==> src/rtl/verify_pin_pkg.sv <==
// verify_pin_pkg
//   Shared types and helpers for the door-lock PIN checker.
//   pinPac_t       : assembled PIN packet (status + 4 BCD digits, digits[3] entered first)
//   verify_state_t : checker FSM states
//   PIN_BLANK      : digit code for an unfilled position
//   pin_equal()    : digit-wise compare that rejects any blank digit
//   lockout_time() : base lockout seconds shifted by escalation level, saturating at 255
package verify_pin_pkg;

    typedef struct packed {
        logic            status;
        logic [3:0][3:0] digits;
    } pinPac_t;

    typedef enum logic [1:0] {
        IDLE,
        CHECK,
        GRANT,
        LOCKOUT
    } verify_state_t;

    localparam logic [3:0] PIN_BLANK = 4'hF;

    function automatic logic pin_equal(input pinPac_t a, input pinPac_t b);
        logic eq;
        eq = 1'b1;
        for (int unsigned i = 0; i < 4; i++) begin
            if ((a.digits[i] != b.digits[i]) || (a.digits[i] == PIN_BLANK)) begin
                eq = 1'b0;
            end
        end
        return eq;
    endfunction

    function automatic logic [7:0] lockout_time(input logic [7:0] base, input logic [2:0] lvl);
        logic [15:0] t;
        t = {8'h00, base} << lvl;
        return (t > 16'd255) ? 8'hFF : t[7:0];
    endfunction

endpackage

==> src/rtl/verify_pin_if.sv <==
// verify_pin_if
//   Bundle between the PIN front end and the access checker.
//   pin_in, master_pin        : PIN packets into the checker
//   unlock, denied, locked    : checker status outputs
//   fail_cnt, lock_secs       : failure count and lockout seconds remaining
//   modport master : drives the PIN packets, observes results
//   modport slave  : the checker side
interface verify_pin_if;
    import verify_pin_pkg::*;

    pinPac_t    pin_in;
    pinPac_t    master_pin;
    logic       unlock;
    logic       denied;
    logic       locked;
    logic [3:0] fail_cnt;
    logic [7:0] lock_secs;

    modport master (
        output pin_in, master_pin,
        input  unlock, denied, locked, fail_cnt, lock_secs
    );

    modport slave (
        input  pin_in, master_pin,
        output unlock, denied, locked, fail_cnt, lock_secs
    );

endinterface

==> src/rtl/verify_pin_sec_timer.sv <==
// verify_pin_sec_timer
//   Loadable seconds down-counter with a TICK_HZ prescaler.
//   clk, rst  : clock, async active-high reset
//   load_i    : load value_i and restart the prescaler
//   value_i   : seconds to count down
//   secs_o    : whole seconds remaining
//   done_o    : 1-cycle pulse in the cycle whose closing edge reaches zero
module verify_pin_sec_timer #(
    parameter int TICK_HZ = 1000
) (
    input  logic       clk,
    input  logic       rst,
    input  logic       load_i,
    input  logic [7:0] value_i,
    output logic [7:0] secs_o,
    output logic       done_o
);

    localparam int            PW        = (TICK_HZ > 1) ? $clog2(TICK_HZ) : 1;
    localparam logic [PW-1:0] PRESC_MAX = PW'(TICK_HZ - 1);

    logic [PW-1:0] presc_q, presc_d;
    logic [7:0]    secs_q, secs_d;
    logic          wrap;

    assign wrap = (presc_q == PRESC_MAX);

    always_comb begin
        presc_d = presc_q;
        secs_d  = secs_q;
        if (load_i) begin
            presc_d = '0;
            secs_d  = value_i;
        end else if (secs_q != 8'd0) begin
            if (wrap) begin
                presc_d = '0;
                secs_d  = secs_q - 8'd1;
            end else begin
                presc_d = presc_q + 1'b1;
            end
        end
    end

    always_ff @(posedge clk or posedge rst) begin
        if (rst) begin
            presc_q <= '0;
            secs_q  <= '0;
        end else begin
            presc_q <= presc_d;
            secs_q  <= secs_d;
        end
    end

    // Combinational so the FSM can drop its outputs on the same edge secs_q hits 0.
    assign done_o = !load_i && (secs_q == 8'd1) && wrap;
    assign secs_o = secs_q;

endmodule

==> src/rtl/verify_pin.sv <==
// verify_pin
//   Door-lock access checker. Compares each completed PIN entry with the stored
//   master PIN; grants a timed unlock or pulses denied, and locks out after
//   MAX_FAILS consecutive failures.
//   clk, rst       : tick clock, async active-high reset
//   bus (slave)    : pin_in / master_pin in; unlock, denied, locked,
//                    fail_cnt, lock_secs out
//   Optional build macro LOCKOUT_ESCALATE_EN: consecutive lockouts without an
//   intervening grant double in length (saturating at 255 s).
module verify_pin
    import verify_pin_pkg::*;
#(
    parameter int TICK_HZ      = 1000,
    parameter int UNLOCK_SECS  = 5,
    parameter int MAX_FAILS    = 3,
    parameter int LOCKOUT_SECS = 30
) (
    input  logic         clk,
    input  logic         rst,
    verify_pin_if.slave  bus
);

    verify_state_t state_q;
    logic          prev_q;
    logic          unlock_q, denied_q, locked_q;
    logic [3:0]    fail_q, fail_d;

    logic          attempt, match, to_lock;
    logic          tmr_load, tmr_done;
    logic [7:0]    tmr_value, tmr_secs, lock_load;

    // prev_q resets to 1 so a status already high out of reset is not an attempt.
    assign attempt = bus.pin_in.status & ~prev_q;
    assign match   = bus.master_pin.status & pin_equal(bus.pin_in, bus.master_pin);
    assign fail_d  = fail_q + 4'd1;
    assign to_lock = (fail_d == 4'(MAX_FAILS));

`ifdef LOCKOUT_ESCALATE_EN
    logic [2:0] lvl_q;

    assign lock_load = lockout_time(8'(LOCKOUT_SECS), lvl_q);

    always_ff @(posedge clk or posedge rst) begin
        if (rst) begin
            lvl_q <= '0;
        end else if (state_q == CHECK) begin
            if (match) begin
                lvl_q <= '0;
            end else if (to_lock && (lvl_q != 3'd7)) begin
                lvl_q <= lvl_q + 3'd1;
            end
        end
    end
`else
    assign lock_load = 8'(LOCKOUT_SECS);
`endif

    // One timer serves both GRANT and LOCKOUT; it is only loaded on CHECK
    // outcomes that actually enter one of those states.
    assign tmr_load  = (state_q == CHECK) && (match || to_lock);
    assign tmr_value = match ? 8'(UNLOCK_SECS) : lock_load;

    verify_pin_sec_timer #(
        .TICK_HZ (TICK_HZ)
    ) u_timer (
        .clk     (clk),
        .rst     (rst),
        .load_i  (tmr_load),
        .value_i (tmr_value),
        .secs_o  (tmr_secs),
        .done_o  (tmr_done)
    );

    always_ff @(posedge clk or posedge rst) begin
        if (rst) begin
            state_q  <= IDLE;
            prev_q   <= 1'b1;
            unlock_q <= 1'b0;
            denied_q <= 1'b0;
            locked_q <= 1'b0;
            fail_q   <= '0;
        end else begin
            // Edge register always tracks status, so edges seen outside IDLE
            // (including on a timer-expiry cycle) are consumed, not deferred.
            prev_q   <= bus.pin_in.status;
            denied_q <= 1'b0;
            case (state_q)
                IDLE: begin
                    if (attempt) begin
                        state_q <= CHECK;
                    end
                end
                CHECK: begin
                    if (match) begin
                        state_q  <= GRANT;
                        unlock_q <= 1'b1;
                        fail_q   <= '0;
                    end else begin
                        denied_q <= 1'b1;
                        fail_q   <= fail_d;
                        if (to_lock) begin
                            state_q  <= LOCKOUT;
                            locked_q <= 1'b1;
                        end else begin
                            state_q  <= IDLE;
                        end
                    end
                end
                GRANT: begin
                    if (tmr_done) begin
                        state_q  <= IDLE;
                        unlock_q <= 1'b0;
                    end
                end
                LOCKOUT: begin
                    if (tmr_done) begin
                        state_q  <= IDLE;
                        locked_q <= 1'b0;
                        fail_q   <= '0;
                    end
                end
                default: state_q <= IDLE;
            endcase
        end
    end

    assign bus.unlock    = unlock_q;
    assign bus.denied    = denied_q;
    assign bus.locked    = locked_q;
    assign bus.fail_cnt  = fail_q;
    assign bus.lock_secs = locked_q ? tmr_secs : 8'd0;

endmodule
==> src/flat_wrapper.sv <==
// flat-port wrapper written by rule: the top's interface ports become plain ports
module verify_pin_flat import verify_pin_pkg::*;
#(
    parameter int TICK_HZ      = 1000,
    parameter int UNLOCK_SECS  = 5,
    parameter int MAX_FAILS    = 3,
    parameter int LOCKOUT_SECS = 30
)
  (clk, rst, bus_pin_in, bus_master_pin, bus_unlock, bus_denied, bus_locked, bus_fail_cnt, bus_lock_secs);
  verify_pin_if bus_i ();
  input  logic clk;
  input  logic rst;
  input wire logic [$bits(bus_i.pin_in)-1:0] bus_pin_in;
  input wire logic [$bits(bus_i.master_pin)-1:0] bus_master_pin;
  output wire logic [$bits(bus_i.unlock)-1:0] bus_unlock;
  output wire logic [$bits(bus_i.denied)-1:0] bus_denied;
  output wire logic [$bits(bus_i.locked)-1:0] bus_locked;
  output wire logic [$bits(bus_i.fail_cnt)-1:0] bus_fail_cnt;
  output wire logic [$bits(bus_i.lock_secs)-1:0] bus_lock_secs;
  assign bus_i.pin_in = bus_pin_in;
  assign bus_i.master_pin = bus_master_pin;
  assign bus_unlock = bus_i.unlock;
  assign bus_denied = bus_i.denied;
  assign bus_locked = bus_i.locked;
  assign bus_fail_cnt = bus_i.fail_cnt;
  assign bus_lock_secs = bus_i.lock_secs;
  verify_pin #(.TICK_HZ(TICK_HZ), .UNLOCK_SECS(UNLOCK_SECS), .MAX_FAILS(MAX_FAILS), .LOCKOUT_SECS(LOCKOUT_SECS)) u_core (.clk(clk), .rst(rst), .bus(bus_i));
endmodule
==> config.mk <==
export PLATFORM = sky130hd
export DESIGN_NAME = verify_pin_flat
export DESIGN_NICKNAME = d
export VERILOG_FILES = /design/src/rtl/verify_pin_pkg.sv /design/src/rtl/verify_pin_if.sv /design/src/rtl/verify_pin_sec_timer.sv /design/src/rtl/verify_pin.sv /design/src/flat_wrapper.sv
export SDC_FILE = /design/constraint.sdc
export NUM_CORES = 1
export LEC_CHECK = 0
export CAP_MARGIN = 40
export CORE_ASPECT_RATIO = 1.2
export CORE_MARGIN = 2
export CORE_UTILIZATION = 25
export CTS_CLUSTER_SIZE = 12
export DETAILED_ROUTE_END_ITERATION = 16
export MAX_ROUTING_LAYER = met4
export PLACE_DENSITY = 0.45
export SYNTH_ARGS = -nofsm -noshare
export SYNTH_HDL_FRONTEND = slang
export SYNTH_SLANG_ARGS = --single-unit
==> constraint.sdc <==
create_clock -name clk -period 2.95 [get_ports clk]
set_clock_uncertainty 0.05 [all_clocks]
set_input_delay 0.4425 -clock clk [delete_from_list [all_inputs] [get_ports clk]]
set_output_delay 0.4425 -clock clk [all_outputs]
set_load 0.01 [all_outputs]
## Word-level counts from Yosys, hierarchy flattened

Index checks and enable logic that the tools add are counted.

| cells by class | value |
|---|---|
| multipliers | 0 |
| div/mod/pow operators | 0 |
| bitwise logic cells | 3 |
| order comparisons | 0 |
| reduce and logical (&&, ||, !) cells | 21 |
| shift-type cells | 0 |
| mux-type cells | 28 |
| add/subtract/negate cells | 3 |
| eq/ne operators | 21 |

Operators with widths:

| cell | count |
|---|---|
| 2-to-1 mux 8 bit | 4 |
| 2-to-1 mux 10 bit | 3 |
| == test 4 bit (second input constant) | 4 |
| inequality test 4 bit | 4 |
| inequality test 2 x 1 -> 1 bit (second input constant) | 6 |
| adder 10 x 1 -> 10 bit (second input constant) | 1 |
| == test 10 bit (second input constant) | 1 |
| 2-to-1 mux 1 bit | 10 |
| == test 8 x 1 -> 1 bit (second input constant) | 1 |
| 2-to-1 mux 2 bit | 4 |
| 2-to-1 mux 4 bit | 2 |
| one-hot mux 4 bit (2 select lines) | 1 |
| nonzero test 2 bit | 4 |
| nonzero test 8 bit | 1 |
| subtractor 8 x 1 -> 8 bit (second input constant) | 1 |
| one-hot mux 2 bit (3 select lines) | 1 |
| AND reduction 2 bit | 3 |
| logical OR 1 bit | 5 |
| 2-to-1 mux 5 bit | 1 |
| adder 4 x 1 -> 4 bit (second input constant) | 1 |
| == test 2 bit (second input constant) | 2 |
| == test 4 x 2 -> 1 bit (second input constant) | 1 |
| one-hot mux 1 bit (2 select lines) | 2 |
| AND reduction 4 bit | 1 |
| other kinds (9) | 12 |

| storage, ports and cells | value |
|---|---|
| word-level logic and storage cells | 84 |
| register bits | 28 |
| bits in read-only memories | 0 |
| RAM bits | 0 |
| latch bits | 0 |
| memories kept | 0 |

## Logic depth before layout (Yosys ltp)

| depth | value |
|---|---|
| word-level depth | 14 |
| gate-level depth with buffers | 9 |
| gate-level depth less buffers | 8 |

## Modules after synthesis

A second synthesis with hierarchy kept.

| unflattened totals | value |
|---|---|
| cell total of the unflattened synthesis | 217 |
| area total of the unflattened synthesis | 1939.4 um2 |

Modules (own cells, without submodules):

| module | cells each | seq. area each (um2) | area each (um2) | instances |
|---|---|---|---|---|
| verify_pin_sec_timer | 120 | 450.4 | 1113.6 | 1 |
| verify_pin | 97 | 251.5 | 825.8 | 1 |

## Worst setup path after synthesis

OpenSTA, ideal clock, no wires.

| path | value |
|---|---|
| path kind | register to register |
| start | register u_core.u_timer.secs_q[4] (netlist: u_core.u_timer.secs_o[4]) |
| end | register u_core.fail_q[3] (netlist: u_core.bus.fail_cnt[3]) |
| arrival | 2.112 ns |
| path buffers | 0 |
| period minus slack after synthesis | 2.288 ns |
| setup time | 0.126 ns |
| path slack | 0.662 ns |
| data required time | 2.774 ns |
| stages on the path, launching flop included | 6 |
| path through | dfrtp_1 -> or4_4 -> or4b_4 -> nor4_4 -> o21bai_1 -> a221o_1 |

| on the way | value |
|---|---|
| longest elaborated chain between the ends | 5 |

Ends and longest elaborated chain:

| element | RTL line | text |
|---|---|---|
| start, declared | verify_pin_sec_timer.sv:23 | `logic [7:0] secs_q, secs_d;` |
| start signal, assigned | verify_pin_sec_timer.sv:50 | `secs_q <= secs_d;` |
| == test 8 x 1 -> 1 bit | verify_pin_sec_timer.sv:55 | `assign done_o = !load_i && (secs_q == 8'd1) && wrap;` |
| logical AND 1 bit (2 in a row) | verify_pin_sec_timer.sv:55 |  |
| inequality test 2 x 1 -> 1 bit (no source line) | -- |  |
| AND reduction 2 bit (no source line) | -- |  |
| end signal, assigned | verify_pin.sv:100 | `fail_q <= fail_d;` |
| end, declared | verify_pin.sv:26 | `logic [3:0] fail_q, fail_d;` |

No other way between the ends.
A chain may end at the register's enable or synchronous reset.

## Worst setup path in the final report

Ends and elaborated chain as after synthesis.

==> impl_metrics.ini <==
[outcome]
status = finished clean

[synthesis]
syn_avg_cell_area_um2 = 8.519
synth-edff-count = 0
synth_cells = 240
synth_common_cells = 27 x dfrtp_1, 27 x nor2_1, 17 x xnor2_1
yosys-top-cells-area = dfrtp_1 33%, xnor2_1 7.3%, ha_1 5.5%, nor2_1 5.0%, nand3_1 2.9%
yosysWarnings = 0
synth_top_area_share_pct = 33.05
synth_ff_type = dfrtp_1
synth_seq_cells = 28
ys_seq_area_share_pct = 34.33
synth_area_leader_cell = dfrtp_1
synthArstFlopShare_pct = 100.0
syn_area_um2 = 2044
synthDistinctLibCells = 53
synth.net_count = 285

[sta]
fin_crit_sh_pct = 84.90
max_freq_ghz = 0.3993
final_max_slew_viol_count = 0
max_slew_margin_pct = 51.00
min_period_ns = 2.505
worstMarginPinSlew_ns = 0.7249
holdWs_ns = 0.3682
tns_ns = 0
final_hold_viol_count = 0
setup_viol = 0
rsz0062_at_grt = no

[floorplan]
rows = 36
start_util_pct = 25.50
die_w_um = 86.55
coreArea_um2 = 8018
die_area_um2 = 8920
ioPinCount = 51
die_h_um = 103.1

[layout]
final_cells = 386
num_antenna_cells = 0
num-nets-final = 337
finish.utilization_pct = 33.88
n_fill_cell = 884
drive_gt1_share_pct = 5.842
area_delta_synth_final_pct = 32.86

[worst_setup_path]
cp_max_fo = 4
crit_start = u_core.u_timer.secs_o[4]
cp.arrival_ns = 2.63
critPathKind = reg2reg
cp-start-kind = flip-flop
r2r-start = u_core.u_timer.secs_o[4]
critPathRequiredTime_ns = 3.07
cp-end-kind = flip-flop

[clock_network]
clockBufferDepth = 2
cts_tree = yes
clock_latency_ns = 0.28
cts_root_buf = clkbuf_8
clk_pin_slew_ns = 0.10
cts_resized = 0
postCtsSetupBuffers = 0
cts-hold-fix-buffers = 0
numCtsBuffers = 3
htree_levels = 1
cts.sinks = 28

[run]
maxCapViolCount = 0

[placement]
dp_cells = 382
dp_hpwl_um = 4102
portBuffers = 50
place_congestion = 0.7715

[global_route]
grt.total_usage_pct = 12.65
grtUsageMet2_pct = 23.49
antenna_found_initial = 0
grt_use_met3_pct = 1.361
busiest_layer = met2
grt_pass1_vias = 1895
grt-ovfl-total = 0
use_met1_pct = 14.42
grt_max_degree = 21
grt_pass1_wl_um = 8769

[routing]
num_vias = 1924
vias_per_cell = 4.984
wirelength_um = 5130
drcViolationCount = 0
postRouteAntennaNets = 0
avgRoutedWirePerCell_um = 13.29
drt-initial-drc-count = 38
drt-pass1-iter-count = 4

[hold_path]
hp-class = in2async

[pwr]
p_leak_nw = 1.066
vdd_drop_max_mv = 0.1679
power.density_nw_per_um2 = 538.6
total_power_mw = 1.463
-- placed cells by master, fill, tap and decap left out, drive strengths merged, types with 5 or more instances in the layout --
master,instances
ha,9
nor2,27
nand3,12
nand4,6
xnor2,17
nor3,8
dfrtp,27
inv,11
clkdlybuf4s50,50
nand2b,6
or2,5
and3,5
buf,5
or3,5
nand2,14
a21oi,11
o21ai,13
and2,9
-- flip-flops by register name, indices dropped and copies added (netlist names) --
signal	cells
u_core.prev_q	1
u_core.bus.denied	1
u_core.u_timer.presc_q	10
u_core.bus.locked	1
u_core.u_timer.secs_o	8
u_core.bus.unlock	1
u_core.state_q	2
u_core.bus.fail_cnt	4
-- power breakdown --
group | internal [mW] | switching, mW | leakage [nW]
combinational | 0.343 | 0.295 | 0.713
sequential | 0.477 | 0.124 | 0.330
clock | 0.0972 | 0.127 | 0.0228
total | 0.918 | 0.545 | 1.07
-- worst paths after layout --
path                                             end  slack, ns  cells after the start
min in group clk                   u_core.bus.unlock       0.51                      2
hold / removal             u_core.u_timer.presc_q[3]       0.37                      2
setup reg to reg              u_core.bus.fail_cnt[3]       0.45                      5
hold reg to reg                    u_core.bus.unlock       0.51                      2
setup / recovery              u_core.bus.fail_cnt[3]       0.45                      5
max in group asynchronous              u_core.prev_q       1.84                      3
-- through the flow --
step / setup slack [ns] / area [um2]
final: 0.4455 / 2716
after global routing: 0.3293 / 2716
after CTS: 0.4199 / 2716
after global placement: 0.2416 / 2671
after detailed placement: 0.1529 / 2671
after floorplan: 0.6621 / 2044
-- cell type report --
cell class,instances,area (um2),area share (%)
Clock buffer,4,45.04,1.658
Inverter,11,41.29,1.520
Multi-Input combinational cell,193,1271,46.80
Sequential cell,28,701.9,25.84
Tap cell,95,118.9,4.376
Timing Repair Buffer,55,538.0,19.81
-- routing by layer --
layer / vias to the layer above / share of wire [%]
li1: 957 / -
met1: 915 / 43
met2: 47 / 53
met3: 5 / 3.0
met4: 0 / 1.0
met5: - / 0
-- critical path, stage by stage (launching register included) --
cell and delay, ns:
dfrtp_1 0.43, or4_4 0.57, or4b_4 0.56, nor4_4 0.25, o21bai_1 0.17, a221o_1 0.36
-- kinds of logic (layout without fill, tap and decap cells) --
group	Yosys count	count (layout)	share of synthesized area, %
buf+inv	19	70	3.488
compound gates	45	45	14.08
simple gates	114	114	31.58
fa+ha+maj	9	9	5.508
flops	28	28	34.33
xor+xnor	21	21	8.996
mux	4	4	2.020
Note: power is estimated with default switching activity, not from simulation.
